### src/rtl/x_delay_pkg.sv
// Shared constants for the delayed one-shot channels: FSM state encodings.
package x_delay_pkg;

   typedef enum logic [1:0] {
      ST_IDLE  = 2'd0,
      ST_DELAY = 2'd1,
      ST_PULSE = 2'd2
   } state_t;

endpackage

### src/rtl/x_delay_os_ch.sv
// One channel of the delayed one-shot: rising-edge trigger, delay/width
// down-counters, IDLE/DELAY/PULSE FSM, sticky drop flag. All outputs are
// registered from the current state, so q/busy appear one cycle after the
// state that produces them.
module x_delay_os_ch
   import x_delay_pkg::*;
#(
   parameter int MXDLY = 4,
   parameter int MXWID = 3
) (
   input  logic             clock,
   input  logic             reset_n,
   input  logic             d_i,
   input  logic [MXDLY-1:0] delay_i,
   input  logic [MXWID-1:0] width_i,
   input  logic             rtrg_mode_i,
   input  logic             drop_clr_i,
   output logic             q_o,
   output logic             busy_o,
   output logic             drop_o
);

   state_t           state_q, state_d;
   logic             d_prev_q;
   logic [MXDLY-1:0] dcnt_q, dcnt_d;
   logic [MXWID-1:0] wcnt_q, wcnt_d;
   logic             q_q, q_d;
   logic             busy_q, busy_d;
   logic             evt_q, evt_d;
   logic             drop_q, drop_d;

   logic trig, pulse_last, idle_like, start, ignore;

   // A trigger landing on the final PULSE cycle behaves as if the channel were idle.
   always_comb begin
      trig       = d_i & ~d_prev_q;
      pulse_last = (state_q == ST_PULSE) && (wcnt_q == '0);
      idle_like  = (state_q == ST_IDLE) || pulse_last;
      start      = trig && (idle_like || rtrg_mode_i);
      ignore     = trig && !idle_like && !rtrg_mode_i;
   end

   // State register.
   always_ff @(posedge clock or negedge reset_n) begin
      if (!reset_n) state_q <= ST_IDLE;
      else          state_q <= state_d;
   end

   // Next-state logic; a (re)start always takes priority over counting.
   always_comb begin
      state_d = state_q;
      if (start) begin
         state_d = (delay_i == '0) ? ST_PULSE : ST_DELAY;
      end else begin
         case (state_q)
            ST_IDLE:  state_d = ST_IDLE;
            ST_DELAY: if (dcnt_q == '0) state_d = ST_PULSE;
            ST_PULSE: if (wcnt_q == '0) state_d = ST_IDLE;
            default:  state_d = ST_IDLE;
         endcase
      end
   end

   // Counters load at the trigger (latching D and W) and count down to zero without wrapping;
   // wcnt holds the latched width during DELAY.
   always_comb begin
      dcnt_d = dcnt_q;
      wcnt_d = wcnt_q;
      if (start) begin
         dcnt_d = (delay_i == '0) ? '0 : delay_i - MXDLY'(1);
         wcnt_d = width_i;
      end else if ((state_q == ST_DELAY) && (dcnt_q != '0)) begin
         dcnt_d = dcnt_q - MXDLY'(1);
      end else if ((state_q == ST_PULSE) && (wcnt_q != '0)) begin
         wcnt_d = wcnt_q - MXWID'(1);
      end
   end

   // Output logic; an ignored trigger is staged one edge before it reaches the sticky flag.
   always_comb begin
      q_d    = (state_q == ST_PULSE);
      busy_d = (state_q != ST_IDLE);
      evt_d  = ignore;
      drop_d = evt_q | (drop_q & ~drop_clr_i);
   end

   // Datapath and output registers.
   always_ff @(posedge clock or negedge reset_n) begin
      if (!reset_n) begin
         d_prev_q <= 1'b0;
         dcnt_q   <= '0;
         wcnt_q   <= '0;
         q_q      <= 1'b0;
         busy_q   <= 1'b0;
         evt_q    <= 1'b0;
         drop_q   <= 1'b0;
      end else begin
         d_prev_q <= d_i;
         dcnt_q   <= dcnt_d;
         wcnt_q   <= wcnt_d;
         q_q      <= q_d;
         busy_q   <= busy_d;
         evt_q    <= evt_d;
         drop_q   <= drop_d;
      end
   end

   assign q_o    = q_q;
   assign busy_o = busy_q;
   assign drop_o = drop_q;

endmodule

### src/rtl/x_delay_os_mc.sv
// Multi-channel delayed one-shot: slices the packed per-channel buses and
// instantiates one independent channel per lane.
module x_delay_os_mc #(
   parameter int NCH   = 4,
   parameter int MXDLY = 4,
   parameter int MXWID = 3
) (
   input  logic                 clock,
   input  logic                 reset_n,
   input  logic [NCH-1:0]       d,
   input  logic [NCH*MXDLY-1:0] delay,
   input  logic [NCH*MXWID-1:0] width,
   input  logic [NCH-1:0]       rtrg_mode,
   input  logic                 drop_clr,
   output logic [NCH-1:0]       q,
   output logic [NCH-1:0]       busy,
   output logic [NCH-1:0]       drop
);

   for (genvar n = 0; n < NCH; n++) begin : g_ch
      x_delay_os_ch #(
         .MXDLY (MXDLY),
         .MXWID (MXWID)
      ) u_ch (
         .clock       (clock),
         .reset_n     (reset_n),
         .d_i         (d[n]),
         .delay_i     (delay[n*MXDLY +: MXDLY]),
         .width_i     (width[n*MXWID +: MXWID]),
         .rtrg_mode_i (rtrg_mode[n]),
         .drop_clr_i  (drop_clr),
         .q_o         (q[n]),
         .busy_o      (busy[n]),
         .drop_o      (drop[n])
      );
   end

endmodule

### config.mk
export PLATFORM = sky130hd
export DESIGN_NAME = x_delay_os_mc
export DESIGN_NICKNAME = d
export VERILOG_FILES = /design/src/rtl/x_delay_pkg.sv /design/src/rtl/x_delay_os_ch.sv /design/src/rtl/x_delay_os_mc.sv
export SDC_FILE = /design/constraint.sdc
export NUM_CORES = 1
export LEC_CHECK = 0
export BUFFER_PORTS_ARGS = -buffer_cell sky130_fd_sc_hd__buf_2
export CORE_MARGIN = 3
export CORE_UTILIZATION = 55
export DETAILED_ROUTE_END_ITERATION = 12
export PLACE_DENSITY_LB_ADDON = 0.3
export SYNTH_ARGS = -nofsm -noshare
export SYNTH_HDL_FRONTEND = slang
export SYNTH_SLANG_ARGS = --single-unit
### constraint.sdc
create_clock -name clock -period 2.3 [get_ports clock]
set_input_delay 0.46 -clock clock [delete_from_list [all_inputs] [get_ports clock]]
set_output_delay 0.46 -clock clock [all_outputs]
set_load 0.01 [all_outputs]
Word level (Yosys, flattened, before mapping)
Index checks and enable logic that the tools add are counted.
- add/subtract/negate cells: 12
- bitwise operators: 17
- reductions and logical operators: 84
- eq/ne operators: 20
- muxes and demuxes: 44
- operators with widths (operator ; count):
    $mux W4 ; 12
    $mux W3 ; 12
    $logic_not A4 Y1 ; 8
    $mux W2 ; 16
    $sub A4 B1 Y4 const B ; 8
    $logic_and A1 B1 Y1 ; 24
    $reduce_bool A2 Y1 ; 12
    $pmux W2 S2 ; 4
    $reduce_and A2 Y1 ; 8
    $reduce_bool A4 Y1 ; 4
    $logic_not A3 Y1 ; 4
    $ne A3 B1 Y1 const B ; 4
    $ne A3 B3 Y1 const B ; 4
    $reduce_bool A3 Y1 ; 4
    $sub A3 B1 Y3 const B ; 4
    $and A1 B1 Y1 ; 8
    $eq A2 B1 Y1 const B ; 4
    $eq A2 B2 Y1 const B ; 4
    $logic_not A1 Y1 ; 8
    $logic_not A2 Y1 ; 4
    $logic_or A1 B1 Y1 ; 8
    $ne A2 B1 Y1 const B ; 4
    $not A1 Y1 ; 5
    $or A1 B1 Y1 ; 4
- output and inout port bits: 12
- logic and storage cells: 209
- register bits after elaboration: 56

Longest topological paths before layout
- depth after elaboration: 7
- mapped depth: 7

Modules after synthesis
From an unflattened synthesis, not the netlist that was laid out.
- cell total of the unflattened synthesis: 280
- area total of the unflattened synthesis: 3088.0 um^2
- by module, submodules not included (module ; cells an instance ; seq. area each (um^2) ; instances ; area each (um^2)):
    x_delay_os_ch ; 70 ; 350.3 ; 4 ; 772.0

Least setup slack after synthesis
Ideal clock, no wire load.
- kind: register to register
- from: register g_ch[1].u_ch.dcnt_q[0]
- to: register g_ch[1].u_ch.dcnt_q[1]
- setup slack: 717 ps
- stages on the path, launching flop included: 7
- required time: 2221 ps
- path buffers: 0
- arrival time: 1504 ps
- period minus slack after synthesis: 1583 ps
- cell sequence: dfrtp_1 inv_1 ha_1 or3b_4 nand2_1 mux2_1 mux2i_1
- cells in the longest elaborated chain, start to end: 3
- RTL lines (element ; RTL line ; text):
    start: declaration ; x_delay_os_ch.sv:25 ; logic [MXDLY-1:0] dcnt_q, dcnt_d;
    start signal: assignment ; x_delay_os_ch.sv:99 ; dcnt_q <= dcnt_d;
    $sub A4 B1 Y4 / $reduce_bool A4 Y1 (equally long branches) ; x_delay_os_ch.sv:73, x_delay_os_ch.sv:72 ;
    $mux W4 / $logic_and A1 B1 Y1 (equally long branches) ; x_delay_os_ch.sv:72 ; end else if ((state_q == ST_DELAY) && (dcnt_q != '0)) begin
    $mux W4 / $reduce_bool A2 Y1 (equally long branches) ; n/a ;
Several ways; a longest one is shown, not always the timed one. The select of a mux whose other input is x is not followed.
A chain may end at the register's enable or synchronous reset.

Final worst setup path
- from: register g_ch[3].u_ch.wcnt_q[0]
- to: register g_ch[3].u_ch.dcnt_q[0]
- cells in the longest elaborated chain, start to end: 6
- RTL lines (element ; RTL line ; text):
    start: declaration ; x_delay_os_ch.sv:26 ; logic [MXWID-1:0] wcnt_q, wcnt_d;
    start signal: assignment ; x_delay_os_ch.sv:100 ; wcnt_q <= wcnt_d;
    $logic_not A3 Y1 (*) ; x_delay_os_ch.sv:37 ; pulse_last = (state_q == ST_PULSE) && (wcnt_q == '0);
    $logic_and A1 B1 Y1 (*) ; x_delay_os_ch.sv:37 ;
    $logic_or A1 B1 Y1 (*) ; x_delay_os_ch.sv:38 ; idle_like = (state_q == ST_IDLE) || pulse_last;
    $logic_or A1 B1 Y1 (*) ; x_delay_os_ch.sv:39 ; start = trig && (idle_like || rtrg_mode_i);
    $logic_and A1 B1 Y1 (*) ; x_delay_os_ch.sv:39 ;
    $mux W4 / $reduce_bool A2 Y1 (equally long branches) ; n/a ;
    end signal: assignment ; x_delay_os_ch.sv:99 ;
    end: declaration ; x_delay_os_ch.sv:25 ;
Every way passes the cells marked *; elsewhere a longest branch is shown, timed or not.

==> impl_metrics.py <==
metrics = {
    "worst_setup_path": {
        "cp-end-kind": "register",
        "arrival_ps": 1970,
        "critPathKind": "register to register",
        "critPathSlowestCell": "a211oi_2",
        "required_ps": 2530,
        "crit_path_start_kind": "register",
        "crit_fanout": 7,
        "path_delay_family": "compound AO/OA/AOI/OAI gates",
        "crit_chain": "inv_1 > ha_1 > nand2b_1 > a211oi_2 > o41ai_1 > o22ai_1",
        "path_buf_inv": 1,
        "slowest_delay_ps": 490,
    },
    "finish": {
        "drive_gt1_share_pct": 26.1,
        "fill_cells": 446,
        "syn_to_final_growth_pct": 12.0,
        "antenna-diode-count": 0,
        "post-route-util_pct": 65.6,
        "nets": 383,
    },
    "clock_network": {
        "cts.reportedPaths.clkPinSlew_ps": 100,
        "insertion_delay_ps": 300,
        "cts_max_path_buffers": 2,
        "hold_buffers": 0,
        "cts-resized-gates": 0,
        "cts_root_buf": "clkbuf_8",
        "clock-sinks": 56,
        "cts_made_buffers": 5,
        "postCtsSetupBuffers": 0,
        "cts_tree": "done",
        "htree_levels": 2,
    },
    "global_route": {
        "track_usage_pct": 17.4,
        "antenna_found_initial": 0,
        "grt_pass1_wl_mm": 8.83,
        "grt_max_degree": 57,
        "grt_pass1_vias": 2045,
        "overflow": 0,
    },
    "synthesis": {
        "ys_ff_latch": 56,
        "synthCells": 285,
        "ys_async_sr_fraction_pct": 100,
        "synth.most_common_cell": "dfrtp_1",
        "ys_top_cells_by_area": "dfrtp_1 45%, mux2i_1 5.5%, ha_1 4.9%, buf_4 3.4%, xnor2_1 3.1%",
        "yosysUniqueCellTypes": 43,
        "synth_common_cells": "56 x dfrtp_1, 18 x inv_1, 17 x mux2i_1, 14 x buf_4",
        "syn_area_um2": 3090,
        "synth_top_area_share_pct": 45.4,
        "yosys_warnings": 0,
        "synth_edf_count": 0,
        "synth_area_per_cell_um2": 10.8,
        "synth_nets": 336,
        "ys_seq_area_share_pct": 45.4,
        "synthFlopType": "dfrtp_1",
        "yosysTopAreaCell": "dfrtp_1",
    },
    "min_path": {
        "hold_class": "primary input to asynchronous set/reset pin",
    },
    "drt": {
        "drt-total-wl_mm": 5.16,
        "vias": 2091,
        "post_drt_wl_per_cell_um": 12.8,
        "drtIter0Drc": 131,
        "vias_per_cell": 5.19,
        "drc_errors": 0,
        "drt_pass1_iterations": 4,
        "antenna_left": 0,
    },
    "pwr": {
        "powerDensity_nw_per_um2": 1160,
        "ir_drop_v": 0.000503,
        "power.leakage_nw": 1.66,
    },
    "floorplanning": {
        "initial_core_util_pct": 58.5,
        "die_w_um": 80.9,
        "die_h_um": 80.9,
        "dieArea_um2": 6540,
        "ios": 51,
        "coreArea_um2": 5270,
        "num_rows": 26,
    },
    "sta": {
        "finalCritPeriodShare_pct": 76.0,
        "setup_viol": 0,
        "worstMarginPinSlew_ps": 582,
        "relSlewSlack_pct": 60.8,
        "layout_min_cycle_time_ps": 1750,
        "hold_viol": 0,
        "report.final.slew_viol_count": 0,
        "rsz0062_at_grt": "false",
        "setup_tns_ps": 0,
        "clock.fmax_ghz": 0.572,
        "fin_skew_ps": 6.71,
        "setup_slack_ps": 552,
    },
    "placed_design": {
        "dp_worst_setup_slack_ps": 574,
        "port_buffers": 50,
        "hpwl_mm": 3.95,
        "place_congestion": 0.818,
    },
    "run": {
        "drv_cap": 0,
    },
    "outcome": {
        "status": "finished clean",
    },
}
## logic make-up (layout without fill, tap and decap cells)
| kind of cell | count (synthesis) | after routing | share of synthesized area, % |
|---|---|---|---|
| multiplexers | 29 | 29 | 10.5 |
| adder cells (fa/ha/maj) | 12 | 12 | 4.87 |
| buffers and inverters | 33 | 81 | 5.96 |
| AND/OR/NAND/NOR | 87 | 87 | 16.7 |
| XOR/XNOR | 17 | 17 | 4.83 |
| AO/OA/AOI/OAI | 51 | 51 | 11.7 |
| flip-flops | 56 | 56 | 45.4 |
## worst paths after layout
kind	from	end	slack, ps	cells after the start
max	g_ch[3].u_ch.wcnt_q[0]$_DFFE_PN0P_	g_ch[3].u_ch.dcnt_q[0]$_DFFE_PN0P_	550	6
max in group asynchronous	reset_n	g_ch[2].u_ch.dcnt_q[1]$_DFFE_PN0P_	1920	2
min reg2reg	g_ch[2].u_ch.evt_q$_DFF_PN0_	g_ch[2].u_ch.drop_o$_DFF_PN0_	440	1
min	reset_n	g_ch[2].u_ch.q_o$_DFF_PN0_	140	2
max reg2reg	g_ch[3].u_ch.wcnt_q[0]$_DFFE_PN0P_	g_ch[3].u_ch.dcnt_q[0]$_DFFE_PN0P_	550	6
min in group clock	d[2]	g_ch[2].u_ch.d_prev_q$_DFF_PN0_	270	1
## layout make-up
class | count | area, um^2 | share of cell area, %
multi-input combinational | 196 | 1500 | 43.4
sequential | 56 | 1400 | 40.6
timing repair buffer | 55 | 300 | 8.69
tap | 70 | 87.6 | 2.54
clock buffer | 6 | 82.6 | 2.39
inverter | 18 | 67.6 | 1.96
clock inverter | 2 | 15.0 | 0.435
## registers in the layout, summed over array words and instances, names as in the netlist
| signal | cells |
|---|---|
| g_ch.u_ch.busy_o | 4 |
| g_ch.u_ch.d_prev_q | 4 |
| g_ch.u_ch.dcnt_q | 16 |
| g_ch.u_ch.drop_o | 4 |
| g_ch.u_ch.evt_q | 4 |
| g_ch.u_ch.q_o | 4 |
| g_ch.u_ch.state_q | 8 |
| g_ch.u_ch.wcnt_q | 12 |
## power by group
| part | total (mW) | internal [mW] | switching, mW |
|---|---|---|---|
| sequential | 1.67 | 1.39 | 0.280 |
| combinational | 1.77 | 0.909 | 0.862 |
| clock | 0.559 | 0.244 | 0.314 |
## layout by cell type, fill, tap and decap left out, types with 2 or more instances in the layout
cell type,netlist,layout
a21oi_2,2,2
buf_4,14,4
o21ai_0,5,5
nor3b_1,2,2
or4b_1,2,2
o31ai_1,3,3
nand3b_1,2,2
nor2b_1,12,12
buf_2,0,50
nor2_1,10,10
xnor2_1,11,11
o22ai_1,2,2
xor2_1,6,6
nor3_1,10,10
clkbuf_8,0,6
clkinvlp_4,0,2
a21o_1,4,4
mux2_2,2,2
o21a_1,6,6
o41ai_1,2,2
inv_1,18,18
mux2_4,5,5
or3b_4,2,2
o21ai_1,12,12
mux2_1,5,5
nand3_1,9,9
mux2i_1,17,17
nand2_1,12,12
a211oi_4,2,2
or2_2,5,5
dfrtp_1,56,56
ha_1,12,12
and2b_1,3,3
a21oi_1,9,9
nand2b_1,12,12
## stage by stage
stage	area (um^2)	hold WS (ps)	instances	total power, mW
floorplan	3090	164	285	3.14
finish	3450	144	403	4.00
CTS	3450	152	403	4.06
global placement	3360	408	395	3.39
detailed placement	3360	416	395	3.49
global route	3450	155	403	4.36
## routing by layer
layer,up-vias,global-route usage [%],share of wire [%]
met5,-,0,0
met3,7,3.77,4.0
met2,46,31.5,50
met1,971,20.5,44
li1,1067,-,-
met4,0,5.07,1.4
No activity file was read; power rests on OpenSTA's default activity.
